`src/rtl/cas_pkg.sv`:
```
// Shared types and timing constants for the cassette FSK player.
package cas_pkg;
    localparam int CW             = 16;
    localparam int CLK_HZ_DEFAULT = 28636360;

    typedef enum logic [1:0] {
        IDLE = 2'd0,
        HI   = 2'd1,
        LO   = 2'd2
    } state_t;

    // 1200 Hz and 2400 Hz half-periods in clk_sys cycles, truncated.
    function automatic int half0(input int clk_hz);
        return clk_hz / 2400;
    endfunction

    function automatic int half1(input int clk_hz);
        return clk_hz / 4800;
    endfunction

    localparam int HALF0_DEFAULT = half0(CLK_HZ_DEFAULT);
    localparam int HALF1_DEFAULT = half1(CLK_HZ_DEFAULT);
endpackage

```
`src/rtl/cas_half_timer.sv`:
```
// Half-period counter: restarts on start or done, pulses done on the last cycle of a half-period.
module cas_half_timer
    import cas_pkg::*;
#(
    parameter int HALF0 = HALF0_DEFAULT,
    parameter int HALF1 = HALF1_DEFAULT
) (
    input  logic clk_sys,
    input  logic reset_n,
    input  logic start,
    input  logic run,
    input  logic sel1,
    output logic done
);
    localparam logic [CW-1:0] LAST0 = CW'(HALF0 - 1);
    localparam logic [CW-1:0] LAST1 = CW'(HALF1 - 1);

    logic [CW-1:0] hc;
    logic [CW-1:0] last;

    assign last = sel1 ? LAST1 : LAST0;
    assign done = run && (hc == last);

    always_ff @(posedge clk_sys) begin
        if (!reset_n || start || done) begin
            hc <= '0;
        end else if (run) begin
            hc <= hc + 1'b1;
        end
    end
endmodule

```
`src/rtl/cas_player.sv`:
```
// CoCo/MC-10 FSK cassette player: serialises bytes LSB first, one full cycle per bit.
//   state | meaning
//   IDLE  | no byte in flight, cin low, ready while play is high
//   HI    | high half of the current bit
//   LO    | low half of the current bit; last LO cycle of bit 7 may chain the next byte
module cas_player
    import cas_pkg::*;
#(
    parameter int          CLK_HZ  = CLK_HZ_DEFAULT,
    parameter logic [15:0] BC_INIT = 16'd0
) (
    input  logic        clk_sys,
    input  logic        reset_n,
    input  logic        play,
    input  logic [7:0]  s_data,
    input  logic        s_valid,
    output logic        s_ready,
    output logic        cin,
    output logic        busy,
    output logic        underrun,
    output logic [15:0] byte_count
);
    localparam int HALF0 = half0(CLK_HZ);
    localparam int HALF1 = half1(CLK_HZ);

    state_t      state;
    state_t      state_nxt;
    logic [7:0]  sh;
    logic [2:0]  bi;
    logic        done;
    logic        accept;
    logic        byte_end;

    assign byte_end = (state == LO) && done && (bi == 3'd7);
    assign accept   = s_valid && s_ready;

    cas_half_timer #(
        .HALF0 (HALF0),
        .HALF1 (HALF1)
    ) u_timer (
        .clk_sys (clk_sys),
        .reset_n (reset_n),
        .start   (accept),
        .run     (state != IDLE),
        .sel1    (sh[0]),
        .done    (done)
    );

    always_ff @(posedge clk_sys) begin
        if (!reset_n) begin
            state <= IDLE;
        end else begin
            state <= state_nxt;
        end
    end

    always_comb begin
        state_nxt = state;
        unique case (state)
            IDLE:    if (accept) state_nxt = HI;
            HI:      if (done) state_nxt = LO;
            LO:      if (done) state_nxt = ((bi != 3'd7) || accept) ? HI : IDLE;
            default: state_nxt = IDLE;
        endcase
    end

    // Ready is forced low while reset is asserted so nothing is offered during reset.
    always_comb begin
        cin     = (state == HI);
        busy    = (state != IDLE);
        s_ready = 1'b0;
        if (reset_n) begin
            if (state == IDLE) begin
                s_ready = play;
            end else if (byte_end) begin
                s_ready = play && s_valid;
            end
        end
    end

    always_ff @(posedge clk_sys) begin
        if (!reset_n) begin
            sh         <= '0;
            bi         <= '0;
            byte_count <= BC_INIT;
            underrun   <= 1'b0;
        end else begin
            if (accept) begin
                sh <= s_data;
                bi <= 3'd0;
            end else if ((state == LO) && done) begin
                sh <= sh >> 1;
                bi <= bi + 3'd1;
            end
            if (byte_end) begin
                byte_count <= byte_count + 16'd1;
            end
            if (!play) begin
                underrun <= 1'b0;
            end else if (byte_end && !s_valid) begin
                underrun <= 1'b1;
            end
        end
    end
endmodule

```
`config.mk`:
```
export PLATFORM = sky130hd
export DESIGN_NAME = cas_player
export DESIGN_NICKNAME = d
export VERILOG_FILES = /design/src/rtl/cas_pkg.sv /design/src/rtl/cas_half_timer.sv /design/src/rtl/cas_player.sv
export SDC_FILE = /design/constraint.sdc
export NUM_CORES = 1
export LEC_CHECK = 0
export ABC_AREA = 1
export CORE_UTILIZATION = 50
export CTS_CLUSTER_DIAMETER = 30
export DETAILED_ROUTE_END_ITERATION = 10
export DONT_BUFFER_PORTS = 1
export PLACE_DENSITY = 0.75
export SYNTH_ARGS = -nofsm -noshare
export SYNTH_HDL_FRONTEND = slang
export SYNTH_SLANG_ARGS = --single-unit
```
`constraint.sdc`:
```
create_clock -name clk_sys -period 2.1 [get_ports clk_sys]
set_input_delay 0.21 -clock clk_sys [delete_from_list [all_inputs] [get_ports clk_sys]]
set_output_delay 0.21 -clock clk_sys [all_outputs]
set_load 0.005 [all_outputs]
```
### After elaboration in Yosys (flattened, before gate mapping)

Index checks and enable logic that the tools add are counted.

* add/subtract/negate cells: 3
* equality and inequality tests: 8
* muxes and demuxes: 11
* bitwise logic cells: 1
* reduce and logical (&&, ||, !) cells: 17

Operator list (count)
* $add A16 B1 Y16 const B: 2
* $eq A16 B16 Y1: 1
* $mux W8: 2
* $mux W14: 1
* $logic_and A1 B1 Y1: 6
* $mux W2: 3
* $pmux W2 S3: 1
* $mux W1: 4
* $ne A2 B2 Y1 const B: 2
* $reduce_bool A2 Y1: 2
* $add A3 B1 Y3 const B: 1
* $eq A3 B3 Y1 const B: 1
* $logic_or A1 B1 Y1: 3
* $ne A3 B3 Y1 const B: 1
* $reduce_and A3 Y1: 1
* $eq A2 B1 Y1 const B: 1
* $eq A2 B2 Y1 const B: 1
* $logic_not A1 Y1: 2
* $logic_not A2 Y1: 1
* $ne A2 B1 Y1 const B: 1
* $reduce_and A2 Y1: 1
* $reduce_or A2 Y1: 1
* $not A1 Y1: 1

* flip-flop bits (word level): 46
* input port bits: 12
* output and inout bits: 20
* logic and storage cells: 46

### Longest topological paths before layout

Gate-level depths: netlist (run 1).

* depth after elaboration: 13
* gate-level depth with buffers: 13
* depth with buffers taken out: 13

### Hierarchy

From an unflattened synthesis (run 1), not the netlist that was laid out.

* cells, all modules: 390
* area, all modules: 2582.5 um2

By module, submodules not included
* cas_player: instances 1, cells an instance 243, area each 1600.3 um2, seq. area each 600.6 um2
* cas_half_timer: instances 1, cells an instance 147, area each 982.2 um2, seq. area each 320.3 um2

### Worst setup path before layout (run 1)

Ideal clock, no wire load.

* path type: register to register
* start: register bi[0]
* end: register sh[1]
* library setup time: 132 ps
* arrival time: 1595 ps
* data required time: 1968 ps
* setup slack: 373 ps
* cell stages (with the launch flop): 12
* buffers on the path: 2
* clock period less this slack: 1727 ps
* cells stage by stage: dfxtp_1 -> ha_1 -> ha_1 -> clkbuf_1 -> nand2_1 -> inv_1 -> nand3_2 -> nand2_4 -> nand3_4 -> buf_6 -> nand3_1 -> a21oi_1

* cells in the longest elaborated chain, start to end: 7
* elaborated cells between the ends (all ways): 8
* classes of those cells: eq/ne: 1; mux: 4; reduce/logical: 3

Ends and longest elaborated chain
* from (decl): RTL line cas_player.sv:29 `logic [2:0] bi;`
* from (signal assigned): RTL line cas_player.sv:93 `bi <= bi + 3'd1;`
* $eq A3 B3 Y1 (*): RTL line cas_player.sv:34 `assign byte_end = (state == LO) && done && (bi == 3'd7);`
* $logic_and A1 B1 Y1 (*): RTL line cas_player.sv:34
* $mux W1 (*): RTL line cas_player.sv:75 `end else if (byte_end) begin`
* $mux W1 (*): RTL line cas_player.sv:73 `if (state == IDLE) begin`
* $mux W1 (*): RTL line cas_player.sv:72 `if (reset_n) begin`
* $logic_and A1 B1 Y1 (*): RTL line cas_player.sv:35 `assign accept = s_valid && s_ready;`
* $mux W8 / $reduce_bool A2 Y1 (equally long branches)
* to (signal assigned): RTL line cas_player.sv:89 `sh <= s_data;`
* to (signal assigned): RTL line cas_player.sv:92 `sh <= sh >> 1;`
* to (decl): RTL line cas_player.sv:28 `logic [7:0] sh;`

Every way passes the cells marked *; elsewhere a longest branch is shown, timed or not.
A chain may end at the register's enable or synchronous reset.

### Final worst setup path (run 1)

* start: register u_timer.hc[1]
* end: output port s_ready

* cells in the longest elaborated chain, start to end: 7

Ends and longest elaborated chain
* from (decl): RTL line cas_half_timer.sv:18 `logic [CW-1:0] hc;`
* from (signal assigned): RTL line cas_half_timer.sv:28 `hc <= hc + 1'b1;`
* $eq A16 B16 Y1: RTL line cas_half_timer.sv:22 `assign done = run && (hc == last);`
* $logic_and A1 B1 Y1: RTL line cas_half_timer.sv:22
* $logic_and A1 B1 Y1 (2 in series): RTL line cas_player.sv:34
* $mux W1: RTL line cas_player.sv:75
* $mux W1: RTL line cas_player.sv:73
* $mux W1: RTL line cas_player.sv:72
* to (decl): RTL line cas_player.sv:17 `output logic s_ready,`

No other way between the ends.

==> impl_metrics.tcl, run 1 <==
set metrics [dict create \
    final-setup-viol-count 0 \
    holdPathStages 2 \
    placed_area_um2 2800 \
    tightest_slew_ns 0.6742 \
    grt_overflow_total 0 \
    async_flop_share 0 \
    worst-r2r-cell-count 13 \
    wl_per_cell_um 13.13 \
    multi_input_area_um2 1567 \
    num_io_pins 32 \
    dp_hpwl_um 4463 \
    r2r_slack_ns 0.18 \
    grt_pass1_wl_um 9673 \
    crit_buf_inv 1 \
    core.rowCount 26 \
    portBuffers 0 \
    skew_ns 0.006873 \
    cts_tree "built" \
    synth.cell_area_um2 2699 \
    grt_pass1_vias 2135 \
    n_fill_cell 525 \
    clkSlewWorstSetupHoldPaths_ns 0.09 \
    core-area_um2 5140 \
    drtPass1Iterations 4 \
    crit_top_cell "nand2_1" \
    cp-end-kind "output port" \
    synth_warnings 0 \
    die_h_um 75.47 \
    drtIter0Drc 222 \
    clock_sinks 46 \
    cts-htree-levels 2 \
    regArea_um2 922.1 \
    hold_viol 0 \
    path_delay_family "simple AND/OR/NAND/NOR gates" \
    nets 417 \
    path_cells "inv_1 -> nand2_1 -> nor2_1 -> nand2_1 -> nand2_1 -> nand2_4 -> nor2_2 -> nand3_2 -> a21oi_1" \
    grt_max_degree 21 \
    fmax_mhz 510.9 \
    clk_latency_ns 0.31 \
    die_w_um 75.47 \
    hold_buffers 0 \
    wl_um 6199 \
    slew_violations 0 \
    ys_seq_elements 46 \
    fin_area_um2 2952 \
    grtUsageTotal 0.2236 \
    clock-root-buffer "clkbuf_8" \
    antennaDiodeCount 0 \
    fin_setup_tns_ns 0 \
    slowest_delay_ns 0.37 \
    synth_cell_types 35 \
    max-cap-violations 0 \
    start_util 0.5251 \
    crit_type "flip-flop to output port" \
    irDropWorstVdd_mv 0.4098 \
    rsz0062_at_grt "no" \
    r2r-end "sh[2]" \
    synth_seq_area_share 0.3412 \
    die-area_um2 5696 \
    clk_path_buf_depth 2 \
    period_share 0.9321 \
    powerDensity_nw_per_um2 568.0 \
    place.gp.congestion 0.8976 \
    syn-mean-instance-area_um2 6.902 \
    vias_per_cell 5.337 \
    drive_gt1_frac 0.1294 \
    slowest_stage "dfxtp_1" \
    hp-start "reset_n" \
    syn_nets 407 \
    antenna_found_initial 0 \
    vias 2519 \
    timing.final.crit_period_ns 1.957 \
    required_ns 1.89 \
    drtAntennaViolNets 0 \
    numCtsBuffers 5 \
    hold_path_end "sh[0]" \
    synth_cells 391 \
    area_delta_synth_final_pct 9.365 \
    leakage_nw 1.111 \
    drc 0 \
    r2r-start "u_timer.hc[1]" \
    synth_ff_type "dfxtp_1" \
    startpoint_type "flip-flop" \
    synth_edf_count 0 \
    hold_path.class "primary input to flip-flop" \
    cp_max_fo 6 \
    relSlewSlack 0.5500 \
    status "finished, final reports clean" \
    arrival_ns 1.75 \
]
cells by family after synthesis:
kind of cell / share of synthesized area
adder cells (fa/ha/maj): 0.01855
AO/OA/AOI/OAI: 0.09411
flip-flops: 0.3412
XOR/XNOR: 0.07464
buffers and inverters: 0.09225
AND/OR/NAND/NOR: 0.3792
repair_timing:
action / CTS / global route
setup buffers: 0 / 0
gates resized for setup: 0 / 5
setup endpoints to repair: 0 / 34
area by class of cell:
class                   count  share of cell area
repair buffers             12             0.03052
well taps                  70             0.02967
clock inverters             3             0.01484
inverters                  46             0.05850
flip-flops and latches     46              0.3124
clock buffers               5             0.02331
multi-input cells         290              0.5307
cells in the final DEF (no fill, tap or decap), drive strengths merged:
cell type and instances:
o31ai 1, or2 2, inv 43, a211oi 3, nand2 97, dfxtp 46
nand3b 1, buf 12, bufinv 1, ha 4, nand4 20, and2 1
o21a 1, a21oi 32, nor4 2, clkbuf 5, o21ai 9, or4 1
nor3 13, xnor2 6, clkinv 5, xor2 17, nor2 50, nand3 30
metrics by stage:
| stage | instances | hold slack, ns | power, W | utilization | setup slack [ns] |
|---|---|---|---|---|---|
| final | 472 | 0.01256 | 0.001676 | 0.5742 | 0.1427 |
| after global routing | 472 | 0.01897 | 0.001726 | 0.5742 | 0.03152 |
| after CTS | 470 | 0.01521 | 0.001678 | 0.5667 | 0.04771 |
| after detailed placement | 462 | 0.3407 | 0.001005 | 0.5448 | 0.06322 |
| after global placement | 462 | 0.3413 | 0.001002 | 0.5448 | 0.1452 |
| after floorplan | 391 | 0.3382 | 0.0009968 | - | 0.3725 |
sequential cells by signal (all words and copies together) (netlist names):
signal,cells
underrun,1
u_timer.hc,16
bi,3
byte_count,16
sh,8
state,2
worst max path at each step:
stage / startpoint / endpoint / slack, ns / depth (start not counted)
finish: u_timer.hc[1] / s_ready / 0.14 / 9
global route: u_timer.hc[1] / sh[2] / 0.03 / 13
CTS: sh[0] / u_timer.hc[14] / 0.05 / 12
detailed placement: sh[0] / u_timer.hc[14] / 0.06 / 12
global placement: sh[0] / u_timer.hc[2] / 0.15 / 12
floorplan: bi[0] / sh[1] / 0.37 / 11
routing by layer:
metal  global-route usage  wire length [um]
met3              0.03439               295
met1               0.3160              3002
met4              0.09053                99
met5                    0                 0
met2               0.3413              2802
synthesized netlist by cell type, types with 3 or more instances:
master | n | area share
clkbuf_1 | 4 | 0.0056
xor2_1 | 17 | 0.055
a211oi_1 | 3 | 0.0083
nor2_2 | 12 | 0.028
nand3_1 | 25 | 0.046
a21oi_2 | 3 | 0.0097
xnor2_1 | 6 | 0.019
nand2_1 | 93 | 0.13
ha_1 | 4 | 0.019
inv_1 | 41 | 0.057
dfxtp_1 | 46 | 0.34
o21ai_0 | 9 | 0.017
nor3_1 | 13 | 0.024
nor2_1 | 36 | 0.050
nand4_1 | 20 | 0.046
clkinv_1 | 4 | 0.0056
a21oi_1 | 29 | 0.054
report_power, final:
group	internal, W	leakage, nW	switching, W
registers	0.000883	0.372	0.0000111
logic	0.0000322	0.680	0.0000667
clock network	0.000357	0.0585	0.000326
total	0.00127	1.11	0.000404
(Power assumes the default switching activity.)
==> inputs of run 2 (changes only) <==
--- a/config.mk
+++ b/config.mk
@@ -10,7 +10,6 @@
 export CTS_CLUSTER_DIAMETER = 30
 export DETAILED_ROUTE_END_ITERATION = 10
 export DONT_BUFFER_PORTS = 1
-export PLACE_DENSITY = 0.75
 export SYNTH_ARGS = -nofsm -noshare
 export SYNTH_HDL_FRONTEND = slang
 export SYNTH_SLANG_ARGS = --single-unit
==> impl_metrics.tcl, run 2 (synthesized netlist as in run 1, its figures left out) <==
set metrics [dict create \
    r2r-start "state[0]" \
    rsz0062_at_grt "no" \
    startpoint_type "flip-flop" \
    clk_path_buf_depth 2 \
    clkSlewWorstSetupHoldPaths_ns 0.08 \
    layout_common_cells "93 x nand2_1, 40 x dfxtp_1, 37 x inv_1" \
    fin_area_um2 2883 \
    grt_pass1_vias 2229 \
    fmax_mhz 519.3 \
    holdPathStages 2 \
    timing.hold.ws_ns 0.02589 \
    powerDensity_nw_per_um2 537.2 \
    die_w_um 75.47 \
    crit_path_start "state[0]" \
    reg_top3 "byte_count: 16 flops, u_timer.hc: 16 flops, sh: 8 flops" \
    area_delta_synth_final_pct 6.815 \
    hold_path_end "sh[0]" \
    arrival_ns 1.72 \
    finalPower_w 0.001549 \
    die_h_um 75.47 \
    final-setup-viol-count 0 \
    core-area_um2 5140 \
    portBuffers 0 \
    leakage_nw 1.079 \
    place_inst 458 \
    drtPass1Iterations 4 \
    post_cts_buffers 0 \
    r2r-end "sh[2]" \
    clk_latency_ns 0.30 \
    drtIter0Drc 93 \
    relSlewSlack 0.5409 \
    irDropWorstVdd_mv 0.3996 \
    fin_cells 466 \
    clock_sinks 46 \
    slew_violations 0 \
    die-area_um2 5696 \
    worst-r2r-cell-count 13 \
    antennaDiodeCount 0 \
    grt_max_degree 21 \
    drtAntennaViolNets 0 \
    start_util 0.5251 \
    hold_path.class "primary input to flip-flop" \
    r2r_slack_ns 0.22 \
    antenna_found_initial 0 \
    fin_setup_tns_ns 0 \
    hold_viol 0 \
    cp_max_fo 7 \
    num_io_pins 32 \
    core.rowCount 26 \
    drc 0 \
    cts_tree "built" \
    skew_ns 0.007601 \
    placed_area_um2 2770 \
    n_fill_cell 555 \
    place.gp.congestion 0.8192 \
    clock-root-buffer "clkbuf_8" \
    tightest_slew_ns 0.6879 \
    wl_per_cell_um 12.79 \
    max-cap-violations 0 \
    vias_per_cell 5.200 \
    vias 2423 \
    numCtsBuffers 5 \
    hp-start "reset_n" \
    cts-htree-levels 2 \
    grtUsageTotal 0.2309 \
    period_share 0.9170 \
    nets 411 \
    required_ns 1.89 \
    wl_um 5961 \
    grt_overflow_total 0 \
    grt_pass1_wl_um 10090 \
    dp_hpwl_um 4441 \
    drive_gt1_frac 0.1338 \
    crit_type "flip-flop to output port" \
    status "finished, final reports clean" \
    cp-end-kind "output port" \
    timing.final.crit_period_ns 1.926 \
    final_common_cell "nand2_1" \
]
run 2: through the flow:
stage | setup slack (ns) | utilization
after floorplan | 0.3725 | -
after global placement | 0.2109 | 0.5389
after global routing | 0.03604 | 0.5609
final | 0.1742 | 0.5609
after detailed placement | 0.1564 | 0.5389
after CTS | 0.1291 | 0.5567
run 2: how the worst max path moves through the flow:
stage	cells past startpoint	end
2_1_floorplan	11	sh[1]
3_3_place_gp	14	sh[4]
3_5_place_dp	14	sh[5]
4_1_cts	9	s_ready
5_1_grt	13	byte_count[4]
6_report	8	s_ready
run 2: where the power goes:
part,switching [W],internal [W],leakage (nW)
clock,0.000297,0.000266,0.0482
combinational,0.0000618,0.0000310,0.656
sequential,0.0000102,0.000883,0.375
run 2: cell type report:
| class | instances | area [um^2] | area share |
|---|---|---|---|
| Multi-Input combinational cell | 288 | 1539 | 0.5339 |
| Sequential cell | 46 | 928.4 | 0.3220 |
| Inverter | 46 | 172.7 | 0.05990 |
| Tap cell | 70 | 87.58 | 0.03038 |
| Clock buffer | 7 | 86.33 | 0.02995 |
| Timing Repair Buffer | 8 | 63.81 | 0.02214 |
| Clock inverter | 1 | 5.005 | 0.001736 |
run 2: timing repair:
item | in CTS | in global routing
setup endpoints to repair | 0 | 12
resized for setup | 0 | 13
hold buffers | 0 | 0
run 2: critical path: stages, from the launching register on:
cell and delay (ns):
dfxtp_1 0.45, nor2_4 0.11, nor2_4 0.11, nand2_2 0.08, nor2_4 0.10, nand2_4 0.08, nor2_2 0.14, nand3_2 0.12
a21oi_1 0.24
run 2: metal layers:
metal / global-route usage / routed length, um / vias up
met1: 0.2806 / 2753 / 1105
met5: 0 / 0 / -
met4: 0.08642 / 70 / 0
met2: 0.3998 / 2934 / 32
met3: 0.05026 / 204 / 7
li1: - / - / 1279
